[config.mk]
export PLATFORM = sky130hd
export DESIGN_NAME = pc_branch_sequencer
export DESIGN_NICKNAME = d
export VERILOG_FILES = /design/src/rtl/pc_seq_pkg.sv /design/src/rtl/pc_branch_sequencer.sv
export SDC_FILE = /design/constraint.sdc
export NUM_CORES = 1
export LEC_CHECK = 0
export ABC_AREA = 0
export BUFFER_PORTS_ARGS = -buffer_cell sky130_fd_sc_hd__buf_2
export CORE_MARGIN = 1.5
export CORE_UTILIZATION = 35
export CTS_BUF_LIST = sky130_fd_sc_hd__clkbuf_2 sky130_fd_sc_hd__clkbuf_4 sky130_fd_sc_hd__clkbuf_8
export DETAILED_ROUTE_END_ITERATION = 10
export PLACE_DENSITY_LB_ADDON = 0.3
export SLEW_MARGIN = 0
export SYNTH_ARGS = -nofsm -noshare
export SYNTH_HDL_FRONTEND = slang
export SYNTH_SLANG_ARGS = --single-unit
[constraint.sdc]
create_clock -name Clk -period 5 [get_ports Clk]
set_clock_uncertainty 0.05 [all_clocks]
set_input_delay 1 -clock Clk [delete_from_list [all_inputs] [get_ports Clk]]
set_output_delay 1 -clock Clk [all_outputs]
set_load 0.02 [all_outputs]
[src/rtl/pc_seq_pkg.sv]
// Shared types and default sizes for the program-counter sequencer.
package pc_seq_pkg;

  // Sequencer states; the top exposes the current one on a debug output.
  typedef enum logic [1:0] {
    IDLE   = 2'd0,
    RUN    = 2'd1,
    HALTED = 2'd2
  } state_t;

  localparam int PC_W_DEF    = 10;
  localparam int LUT_AW_DEF  = 9;
  localparam int CNT_W_DEF   = 16;
  localparam int BOOT_PC_DEF = 0;

endpackage

[src/rtl/pc_branch_sequencer.sv]
// Program-counter sequencer: owns the PC, drives the branch-target LUT
// address, and reports halt/fault completion plus a retired-instruction count.
//
// Handshake: Start is a one-cycle pulse honoured only in IDLE or HALTED; it
// moves the sequencer to RUN on the next edge and clears Done/Fault/RetireCnt.
// Running is high while in RUN. On leaving RUN exactly one of Done (HaltReq)
// or Fault (unmapped branch or PC overflow) is raised and held until the next
// accepted Start. Start while running is ignored.
module pc_branch_sequencer
  import pc_seq_pkg::*;
#(
  parameter int PC_W    = PC_W_DEF,
  parameter int LUT_AW  = LUT_AW_DEF,
  parameter int BOOT_PC = BOOT_PC_DEF,
  parameter int CNT_W   = CNT_W_DEF
) (
  input  logic              Clk,
  input  logic              Reset_n,
  input  logic              Start,
  input  logic              Stall,
  input  logic              BranchEn,
  input  logic              BranchTaken,
  input  logic [LUT_AW-1:0] BranchIdx,
  input  logic              HaltReq,
  output logic [LUT_AW-1:0] LutAddr,
  input  logic [PC_W-1:0]   LutTarget,
  output logic [PC_W-1:0]   PC,
  output logic              Running,
  output logic              Done,
  output logic              Fault,
  output logic [CNT_W-1:0]  RetireCnt,
  output state_t            StateDbg
);

  localparam logic [PC_W-1:0] BOOT = PC_W'(BOOT_PC);
  localparam logic [PC_W-1:0] PC_MAX = '1;

  state_t           state, state_n;
  logic [PC_W-1:0]  pc_n;
  logic             done_n, fault_n;
  logic [CNT_W-1:0] cnt_n, cnt_inc;

  // The LUT is addressed straight from the instruction field, zero latency.
  assign LutAddr  = BranchIdx;
  assign Running  = (state == RUN);
  assign StateDbg = state;
  assign cnt_inc  = (RetireCnt == '1) ? RetireCnt : RetireCnt + 1'b1;

  // Next-state / next-PC selection; LutTarget is only looked at on a taken branch.
  always_comb begin
    state_n = state;
    pc_n    = PC;
    done_n  = Done;
    fault_n = Fault;
    cnt_n   = RetireCnt;
    case (state)
      RUN: begin
        if (Stall) begin
          // hold everything
        end else if (HaltReq) begin
          state_n = HALTED;
          done_n  = 1'b1;
          cnt_n   = cnt_inc;
        end else if (BranchEn && BranchTaken) begin
          if (LutTarget == '0) begin
            state_n = HALTED;
            fault_n = 1'b1;
          end else begin
            pc_n  = LutTarget;
            cnt_n = cnt_inc;
          end
        end else if (PC == PC_MAX) begin
          state_n = HALTED;
          fault_n = 1'b1;
        end else begin
          pc_n  = PC + 1'b1;
          cnt_n = cnt_inc;
        end
      end
      default: begin
        if (Start) begin
          state_n = RUN;
          pc_n    = BOOT;
          done_n  = 1'b0;
          fault_n = 1'b0;
          cnt_n   = '0;
        end
      end
    endcase
  end

  // State, PC, completion flags and retire counter.
  always_ff @(posedge Clk or negedge Reset_n) begin
    if (!Reset_n) begin
      state     <= IDLE;
      PC        <= BOOT;
      Done      <= 1'b0;
      Fault     <= 1'b0;
      RetireCnt <= '0;
    end else begin
      state     <= state_n;
      PC        <= pc_n;
      Done      <= done_n;
      Fault     <= fault_n;
      RetireCnt <= cnt_n;
    end
  end

endmodule
# After elaboration in Yosys (flattened, before gate mapping)
# Index checks and enable logic that the tools add are counted.
[op_classes]
add_sub_neg = 2
n_eq_ne = 14
muxes = 32
reduce_logical = 8
[op_table]
columns = ["op", "count"]
rows = [
  ["two-way mux 16 bit", 8],
  ["two-way mux 10 bit", 7],
  ["adder 16 x 1 -> 16 bit (second input constant)", 1],
  ["equality test 16 bit (second input constant)", 1],
  ["two-way mux 2 bit", 7],
  ["adder 10 x 1 -> 10 bit (second input constant)", 1],
  ["equality test 10 bit (second input constant)", 1],
  ["logical NOT 10 bit", 1],
  ["two-way mux 1 bit", 10],
  ["AND reduction 5 bit", 2],
  ["!= test 4 bit (second input constant)", 2],
  ["AND reduction 4 bit", 2],
  ["!= test 2 bit (second input constant)", 3],
  ["!= test 3 bit (second input constant)", 2],
  ["!= test 4 x 2 -> 1 bit (second input constant)", 1],
  ["!= test 4 x 3 -> 1 bit (second input constant)", 1],
  ["!= test 3 x 1 -> 1 bit (second input constant)", 1],
  ["!= test 3 x 2 -> 1 bit (second input constant)", 1],
  ["AND reduction 3 bit", 1],
  ["equality test 2 x 1 -> 1 bit (second input constant)", 1],
  ["nonzero test 2 bit", 1],
  ["logical AND 1 bit", 1],
]
[word_totals]
register_bits = 30
input_bits = 26
out_inout_bits = 40
wordCells = 61

# Depth between registers and ports, before layout
[logic_depth]
ltp_word = 7
depth_mapped = 8
ltp_nobuf = 6

# Least setup slack after synthesis
# Ideal clock, no wire load.
[synth_timing]
path_kind = "in2reg"
startpoint = "input port LutTarget[7]"
endpoint = "register RetireCnt[4]"
setup_time_ns = 0.124
arrival_ns = 2.191
required_ns = 4.826
slack_ns = 2.635
path_stages = 6
n_path_buf = 1
path_cell_list = "nor3_1 > nand4_4 > o211ai_4 > buf_6 > nor3_1 > a211o_1"
[synth_via]
elab_chain_len = 3
[synth_rtl]
columns = ["item", "line", "text"]
rows = [
  ["start, declared", "pc_branch_sequencer.sv:26", "input logic [PC_W-1:0] LutTarget,"],
  ["logical NOT 10 bit", "pc_branch_sequencer.sv:65", "if (LutTarget == '0) begin"],
  ["!= test 4 bit (no line)", "--", ""],
  ["AND reduction 4 bit (no line)", "--", ""],
  ["end signal, assigned", "pc_branch_sequencer.sv:105", "RetireCnt <= cnt_n;"],
  ["end, declared", "pc_branch_sequencer.sv:31", "output logic [CNT_W-1:0] RetireCnt,"],
]
# Every way passes these cells.
# A chain may end at the register's enable or synchronous reset.

# Final worst setup path
[layout_timing]
startpoint = "register state[1], in the netlist StateDbg[1]"
endpoint = "output port Running"
[layout_via]
elab_chain_len = 1
[layout_rtl]
columns = ["item", "line", "text"]
rows = [
  ["start, declared", "pc_branch_sequencer.sv:38", "state_t state, state_n;"],
  ["start signal, assigned", "pc_branch_sequencer.sv:101", "state <= state_n;"],
  ["equality test 2 x 1 -> 1 bit", "pc_branch_sequencer.sv:45", "assign Running = (state == RUN);"],
  ["end, declared", "pc_branch_sequencer.sv:28", "output logic Running,"],
]
# Every way passes these cells.

==> flow_summary.json <==
{
  "ys_top_cells_by_area": "dfrtp_1 39%, o21ai_0 5.7%, a21oi_1 4.1%",
  "slew_headroom": 0.519,
  "worstSetupPathType": "flop to output pin",
  "cts_root_buf": "clkbuf_8",
  "synth.top_cell.area_share": 0.388,
  "min_from": "StateDbg[0]",
  "syn_nets": 243,
  "worst_pin_slew_ps": 722,
  "cp_max_fo": 15,
  "final_antenna_net_count": 0,
  "gr-usage-all-layers": 0.173,
  "drt_iter0_drc": 73,
  "syn_area_sq_um": 1930,
  "gp_congestion": 0.796,
  "max_freq_ghz": 0.393,
  "peakVddDrop_v": 0.000241,
  "dpl_cell_area_sq_um": 2140,
  "grt_max_degree": 31,
  "rsz0062_at_grt": "no",
  "final_nets": 279,
  "arrival_ps": 1500,
  "start_kind": "flop",
  "hold_violations": 0,
  "ys_warn_count": 0,
  "min_period_over_period": 0.509,
  "clock_latency_ps": 280,
  "cp-end-kind": "output pin",
  "worstReg2RegStart": "PC[0]",
  "die_area_sq_um": 5980,
  "cts_sinks": 30,
  "grt_pass1_wl_mm": 8.31,
  "grt_overflow_total": 0,
  "synth_top_area_cell": "dfrtp_1",
  "synth_compound_area_frac": 0.261,
  "dieHeight_um": 77.3,
  "pre_cts_ws_ps": 2290,
  "area_delta_synth_final_pct": 16.2,
  "syn_area_per_cell_sq_um": 8.99,
  "core_area_sq_um": 5200,
  "ctsHoldBuffers": 0,
  "wl_per_cell_um": 15.1,
  "antenna_found_initial": 0,
  "synth_top_family_by_area": "compound AO/OA/AOI/OAI gates",
  "die_x_um": 77.3,
  "start_util": 0.371,
  "synth_mux_area_frac": 0.0110,
  "synth_xor_area_frac": 0.00453,
  "drive_gt1_frac": 0.250,
  "clockBufferDepth": 2,
  "synthSimpleGateAreaFrac": 0.250,
  "required_ps": 3950,
  "cts_buffers": 5,
  "status": "finished clean",
  "ctsResizeCount": 0,
  "core.rowCount": 26,
  "hp-class": "flop to flop",
  "power_leakage_uw": 0.00108,
  "cts_tree": "yes",
  "totalWireLength_mm": 4.88,
  "insertedDiodeCount": 0,
  "first_global_vias": 1708,
  "crit_path_start": "StateDbg[1]",
  "vias": 1804,
  "power.density_nw_per_um2": 368,
  "clk_pin_slew_ps": 60,
  "ios": 66,
  "drc": 0,
  "cap_violations": 0,
  "synthAdderAreaFrac": 0.0129,
  "setup_slack_ps": 2450,
  "tns_ps": 0,
  "hpwl_mm": 3.57,
  "finalSetupViolCount": 0,
  "vias_per_cell": 5.60,
  "layout_min_cycle_time_ps": 2550,
  "first_pass_iters": 4,
  "cts-htree-levels": 2,
  "synth.ff_latch_count": 30,
  "port_buffers": 47,
  "postCtsSetupBuffers": 0,
  "yosys.cell_types.count": 48,
  "ys_seq_area_frac": 0.388,
  "synth_cells": 215,
  "slew_violations": 0,
  "design_area_sq_um": 2250
}
layout by cell type, fill, tap and decap left out, types with 3 or more instances in the layout:
cell type  Yosys  layout
buf_2          3      47
dfrtp_1       30      30
o21ai_0       22      22
nand2_1       18      18
a21oi_1       16      16
nor2_1        11      11
nor3_1         9       9
nand4_1        8       8
clkbuf_8       0       8
nand3_1        6       6
and3_1         6       6
a31oi_1        6       6
and4_1         5       5
a21o_1         5       5
and2_1         4       4
a22o_1         4       4
inv_1          4       4
o211ai_1       3       3
a211o_1        3       3
nor3b_1        3       3
cell usage after synthesis, drive strengths merged:
library cell   n
dfrtp         30
o21ai         22
nand2         18
a21oi         16
buf           14
nor2          11
nand4          9
nor3           9
and4           7
a21o           6
a31oi          6
and3           6
nand3          6
inv            5
a22o           4
and2           4
clkbuf         4
o211ai         4
a211o          3
nor3b          3
nor4           3
a211oi         2
a32oi          2
ha             2
o211a          2
o2bb2ai        2
o41ai          2
a22oi          1
and3b          1
mux2           1
mux2i          1
nand2b         1
nor2b          1
nor4b          1
o21a           1
o22a           1
o31ai          1
or3            1
or4            1
xor2           1
layout make-up:
class                      instances  area [sq um]
sequential                        30           751
timing repair buffer              47           235
inverter                           5          18.8
clock buffer                       8           110
fill                             544          2960
multi-input combinational        162          1040
tap                               70          87.6
worst max-delay path, stage by stage, from the launching register on:
cell      delay [ps]
dfrtp_1          390
nand2b_1         310
inv_2            300
buf_2            220
worst paths after layout:
| kind | to | slack, ps | cells after the start |
|---|---|---|---|
| setup / recovery | Running | 2450 | 3 |
| hold / removal | StateDbg[0] | 470 | 1 |
| setup reg to reg | PC[6] | 2710 | 6 |
| hold reg to reg | StateDbg[0] | 470 | 1 |
| max in group asynchronous | RetireCnt[14] | 3760 | 1 |
| min in group asynchronous | PC[9] | 710 | 1 |
layer usage:
metal,up-vias,wire length [um],global-route usage
li1,888,-,-
met1,879,2300,0.227
met2,29,2370,0.289
met3,8,141,0.0298
met4,0,67,0.0564
met5,-,0,0
state kept, by name, summed over array words and instances, names as in the netlist:
signal	count
StateDbg	2
PC	10
Done	1
Fault	1
RetireCnt	16
logic make-up after synthesis:
| family | count (synthesis) |
|---|---|
| fa+ha+maj | 2 |
| flops | 30 |
| simple gates | 82 |
| xor+xnor | 1 |
| buf+inv | 23 |
| compound gates | 75 |
| mux | 2 |
per-stage QoR:
| step | cells | total power (uW) | hold WS [ps] | util |
|---|---|---|---|---|
| after global routing | 322 | 883 | 514 | 0.431 |
| after global placement | 314 | 599 | 457 | 0.410 |
| after floorplan | 215 | 521 | 561 | - |
| final | 322 | 827 | 470 | 0.431 |
| after CTS | 322 | 837 | 474 | 0.431 |
| after detailed placement | 314 | 603 | 458 | 0.410 |
power by group:
group / internal, uW / leakage, uW / switching [uW] / total, uW
Clock: 139 / 0.0000575 / 89.4 / 228
Combinational: 93.7 / 0.000619 / 161 / 255
Sequential: 285 / 0.000400 / 58.3 / 344
Total: 518 / 0.00108 / 309 / 827
(Power assumes the default switching activity.)
